--- config.mk ---
export PLATFORM = sky130hd
export DESIGN_NAME = commit_unit
export DESIGN_NICKNAME = d
export VERILOG_FILES = /design/src/rtl/commit_unit.sv
export SDC_FILE = /design/constraint.sdc
export NUM_CORES = 1
export LEC_CHECK = 0
export CAP_MARGIN = 0
export CORE_AREA = 2 2 113 115
export DETAILED_ROUTE_END_ITERATION = 10
export DIE_AREA = 0 0 115 117
export PLACE_DENSITY_LB_ADDON = 0.3
export SLEW_MARGIN = 30
export SYNTH_ARGS = -nofsm -noshare
export SYNTH_HDL_FRONTEND = slang
export SYNTH_SLANG_ARGS = --single-unit
--- constraint.sdc ---
create_clock -name clk -period 4.1 [get_ports clk]
set_clock_uncertainty 0.15 [all_clocks]
set_input_delay 1.23 -clock clk [delete_from_list [all_inputs] [get_ports clk]]
set_output_delay 1.23 -clock clk [all_outputs]
set_load 0.02 [all_outputs]
--- src/rtl/commit_unit.sv ---
// In-order retirement stage: pops the ROB head, writes the architectural regfile,
// releases head stores and raises mispredict flushes. Optional perf counters: COMMIT_PERF_CNT_EN.
module commit_unit #(
    parameter int ROB_DEPTH = 4
) (
    input  logic                 clk,
    input  logic                 rst,
    input  logic                 rob_valid,
    input  logic                 rob_ready,
    input  logic [4:0]           commit_rd_s,
    input  logic [31:0]          commit_rd_v,
    input  logic [ROB_DEPTH-1:0] commit_rob,
    input  logic [6:0]           commit_opcode,
    input  logic                 flush_branch,
    input  logic [31:0]          pc_branch_target,
    input  logic [63:0]          order_branch_target,
    output logic                 rob_pop,
    output logic                 regf_we,
    output logic [4:0]           regf_rd_s,
    output logic [31:0]          regf_rd_v,
    output logic [ROB_DEPTH-1:0] regf_rob,
    output logic                 store_commit_req,
    input  logic                 store_commit_ack,
    output logic                 move_flush,
    output logic [31:0]          flush_pc,
    output logic [63:0]          flush_order,
`ifdef COMMIT_PERF_CNT_EN
    output logic [63:0]          perf_retired,
    output logic [31:0]          perf_flushes,
`endif
    output logic [1:0]           dbg_state
);

    localparam logic [6:0] BR_OPCODE    = 7'b1100011;
    localparam logic [6:0] STORE_OPCODE = 7'b0100011;

    typedef enum logic [1:0] {
        RUN        = 2'd0,
        STORE_WAIT = 2'd1,
        FLUSH      = 2'd2
    } state_t;

    state_t      state_q, state_d;
    logic [31:0] flush_pc_q, flush_pc_d;
    logic [63:0] flush_order_q, flush_order_d;
    logic        committable;
    logic        is_store;

    assign committable = rob_valid & rob_ready;
    assign is_store    = (commit_opcode == STORE_OPCODE);

    // Handshake: store_commit_req stays high until store_commit_ack is seen in
    // the same cycle; that cycle is the one in which the store retires.
    always_comb begin
        state_d          = state_q;
        flush_pc_d       = flush_pc_q;
        flush_order_d    = flush_order_q;
        rob_pop          = 1'b0;
        store_commit_req = 1'b0;
        move_flush       = 1'b0;
        case (state_q)
            RUN: begin
                if (committable) begin
                    if (is_store) begin
                        // A store never redirects, so flush_branch is ignored here.
                        store_commit_req = 1'b1;
                        if (store_commit_ack) rob_pop = 1'b1;
                        else                  state_d = STORE_WAIT;
                    end else begin
                        rob_pop = 1'b1;
                        if (flush_branch) begin
                            flush_pc_d    = pc_branch_target;
                            flush_order_d = order_branch_target;
                            state_d       = FLUSH;
                        end
                    end
                end
            end
            STORE_WAIT: begin
                store_commit_req = 1'b1;
                if (store_commit_ack) begin
                    rob_pop = 1'b1;
                    state_d = RUN;
                end
            end
            FLUSH: begin
                move_flush = 1'b1;
                state_d    = RUN;
            end
            default: state_d = RUN;
        endcase
        // A reset cycle abandons whatever was in flight.
        if (!rst) begin
            rob_pop          = 1'b0;
            store_commit_req = 1'b0;
            move_flush       = 1'b0;
        end
        regf_we = rob_pop && (commit_rd_s != 5'd0) &&
                  (commit_opcode != BR_OPCODE) && !is_store;
    end

    assign regf_rd_s   = commit_rd_s;
    assign regf_rd_v   = commit_rd_v;
    assign regf_rob    = commit_rob;
    assign flush_pc    = flush_pc_q;
    assign flush_order = flush_order_q;
    assign dbg_state   = state_q;

    always_ff @(posedge clk) begin
        if (!rst) begin
            state_q       <= RUN;
            flush_pc_q    <= '0;
            flush_order_q <= '0;
        end else begin
            state_q       <= state_d;
            flush_pc_q    <= flush_pc_d;
            flush_order_q <= flush_order_d;
        end
    end

`ifdef COMMIT_PERF_CNT_EN
    logic [63:0] perf_retired_q, perf_retired_d;
    logic [31:0] perf_flushes_q, perf_flushes_d;

    always_comb begin
        perf_retired_d = perf_retired_q + {63'd0, rob_pop};
        perf_flushes_d = perf_flushes_q + {31'd0, move_flush};
    end

    always_ff @(posedge clk) begin
        if (!rst) begin
            perf_retired_q <= '0;
            perf_flushes_q <= '0;
        end else begin
            perf_retired_q <= perf_retired_d;
            perf_flushes_q <= perf_flushes_d;
        end
    end

    assign perf_retired = perf_retired_q;
    assign perf_flushes = perf_flushes_q;
`endif

endmodule

==> impl_results.md, run 1 <==
- Setup violators final: 0
- XOR/XNOR Fraction of Synth Area: 0%
- 1st-iter DRT viols: ~140
- Setup_tns: 0 ps
- P per Cell Area: roughly 340 nW/um2
- Period utilization: a little over nine tenths
- Mux share of post-synthesis cell area: about 22%
- Gpl congestion: around 0.80
- Placed cell count: 790
- Vias in the first global route: 3666
- Final Hold Fails: 0
- Filler cells: roughly 1100
- DR DRC count: 0
- Top-area cell type share of the netlist area: 45.8%
- Post-layout min period: between 4000 and 5000 ps
- Syn avg cell area: a little under 9 um2
- Total length of routed wires: ~11 mm
- Post-synth top area cell: dfxtp_1
- First-pass GRT wire length: about 17 mm
- Clock tree root buffer cell: clkbuf_16
- Synth Flop Type: dfxtp_1
- Distinct cells, synth: 24
- Arrival @ worst endpoint: between 2000 and 3000 ps
- DIE AREA: between 10000 and 15000 um2
- Reg2Reg Setup Slack: 1850 ps
- Slowest CP cell: clkdlybuf4s50_1
- Crit. End Element: primary output
- Area contributors post-synth: dfxtp_1 46%, mux2i_1 22%, nand2_1 17%
- CP max stage delay: between 400 and 500 ps
- Count leader, synth: nand2_1
- Synthesized instance count: 484
- Worst-path fanout max: 3
- Synth Area in Adders: 0%
- CTS tree: done
- DR pass1 iterations: 4
- Core Rows: 41
- Chip Width: about 120 um
- Setup repair after global routing missed its margin: false
- Worst path top cell family by delay: buffers and inverters
- Clock transition at path regs: around 60 ps
- Clock Tree Buf Depth: 2
- Async set-reset flop share out of synthesis: 0%
- Initial antenna violation count: 0
- Final Hold Slack: 304 ps
- Buffers on Ports: 220
- Final Util: ~54%
- Ys Warns: 0
- Simple-gate share of the synthesized area: between 15 and 20%
- Hold Path Class: reg2reg
- Complex-gate fraction of the synthesized area: about 1.4%
- CORE AREA: ~12000 um2
- Clk sinks: between 90 and 100
- CP startpoint kind: input pin
- Status: finished, final reports clean
- Fmax: 0.249 GHz
- Worst Path Buf+Inv: 2
- Critical Path RT: about 2700 ps
- Register area share after synthesis: between 40 and 50%
- All-layer global routing usage: 16.5%
- Num CTS Buffers: 9
- LEAKAGE: approximately 2.4 nW
- IR drop worst, VDD: about 0.2 mV
- Synthesis-stage register bit count: 98
- Post-synth EDFFs: 0
- Post-route ant nets: 0
- Max_cap viols: 0
- Synth top cells by count: 195 x nand2_1, 98 x dfxtp_1, 96 x mux2i_1, 41 x buf_4, 22 x clkbuf_1
- CP Class: in2out
- Largest net degree at the start of global routing: between 100 and 150
- Post-synth net total: approximately 630
- Die Y: 117 um
- Critical path cell sequence: clkdlybuf4s50_1 -> or3_4 -> nor3_1 -> o21ba_2 -> dlygate4sd2_1
- Routed vias: 3697
- Area growth, synth to finish: 54.5%
- Initial core utilization: 34.8%
- Gr ovfl total: 0
- Largest family of logic cells by synthesized area: multiplexers
- Top Ports: just under 300
- Post-DP HPWL: between 8 and 9 mm
- Wirelength per Cell: roughly 14 um
- Htree depth: 3
- Slew headroom: a little under half
- Skew-Pair Late Insertion Delay: around 340 ps
- DR vias/cell: between 4 and 5
- Nets@finish: ~800
- Layout cell share with drive strength beyond 1: approximately 5.0%
- Worst-margin pin slew: between 800 and 900 ps
- Non-filler instance count after layout: 806
- N_diodes: 0
- Post-synthesis cell area: around 4300 um2
- Final Max Tran Viols: 0
metrics by stage:
step | setup WS (ps) | area (um2) | power (W)
5_1_grt | 17.6 | 6620 | 0.00236
3_3_place_gp | -374 | 6300 | 0.00137
2_1_floorplan | 83.8 | 4290 | 0.00123
4_1_cts | 6.14 | 6640 | 0.00229
3_5_place_dp | -418 | 6310 | 0.00138
6_report | 77.3 | 6620 | 0.00226
area by class of cell:
cell class                      instances  area (um2)  share of cell area [%]
Timing Repair Buffer                  230        2290                    34.6
Sequential cell                        98        1960                    29.6
Multi-Input combinational cell        312        1860                    28.1
Clock buffer                           11         243                    3.66
Tap cell                              150         188                    2.83
Clock inverter                          5        77.6                    1.17
cells in the final DEF, fill, tap and decap left out, drive strengths merged:
cell / n
mux2i: 96
nand4b: 1
clkdlybuf4s50: 216
or3: 1
nor3: 4
o21a: 1
o211a: 1
clkinvlp: 1
a2111oi: 1
a21o: 1
nor4: 1
clkinv: 2
clkbuf: 12
nand4bb: 1
o21ba: 1
nor2: 1
a21oi: 2
o21ai: 1
buf: 12
and3b: 1
nand2: 195
dlygate4sd2: 1
dfxtp: 98
nor3b: 1
nand2b: 1
and4bb: 1
bufinv: 2
registers in the layout, indices dropped and copies added (netlist names):
signal       flops
flush_order     64
flush_pc        32
dbg_state        2
worst reg2reg max path: stages, from the launching register on:
cell	delay (ps)
dfxtp_1	360
and4bb_2	320
buf_4	120
o211a_4	590
buf_12	360
mux2i_1	270
worst paths after layout:
path,start,endpoint,cells after the start
worst max-delay path,commit_opcode[3],store_commit_req,5
worst min-delay path,flush_order[46],flush_order[46],2
worst max register to register,dbg_state[0],flush_order[48],5
worst min register to register,flush_order[46],flush_order[46],2
logic make-up (layout without fill, tap and decap cells):
logic type	count (synthesis)	in the layout
and+or+nand+nor	208	208
DFF	98	98
muxes	96	96
buffers and inverters	74	246
AOI/OAI and AO/OA	8	8
per-layer routing:
metal	vias up	GRT usage (%)	share of wire (%)
met4	0	11.2	4.9
met2	166	26.8	45
li1	1851	-	-
met1	1634	16.9	38
met3	46	7.83	11
met5	-	0	0
report_power, final:
group	internal, W	switching, W
Sequential	0.000985	0.0000168
Clock	0.000549	0.000351
Combinational	0.000201	0.000153
Total	0.00174	0.000521
repair_timing:
| action | in CTS | in global routing |
|---|---|---|
| setup endpoints to repair | 3 | 2 |
| setup buffers | 0 | 0 |
| hold buffers | 0 | 0 |
| gates cloned | 0 | 0 |
| gates resized for setup | 9 | 2 |
No activity file was read; power rests on OpenSTA's default activity.
==> run 2: changes to the inputs <==
--- a/config.mk
+++ b/config.mk
@@ -5,7 +5,6 @@
 export SDC_FILE = /design/constraint.sdc
 export NUM_CORES = 1
 export LEC_CHECK = 0
-export CAP_MARGIN = 0
 export CORE_AREA = 2 2 113 115
 export DETAILED_ROUTE_END_ITERATION = 10
 export DIE_AREA = 0 0 115 117
==> results of run 2 <==
The final DEF is identical to that of run 1; final timing and power are the same.
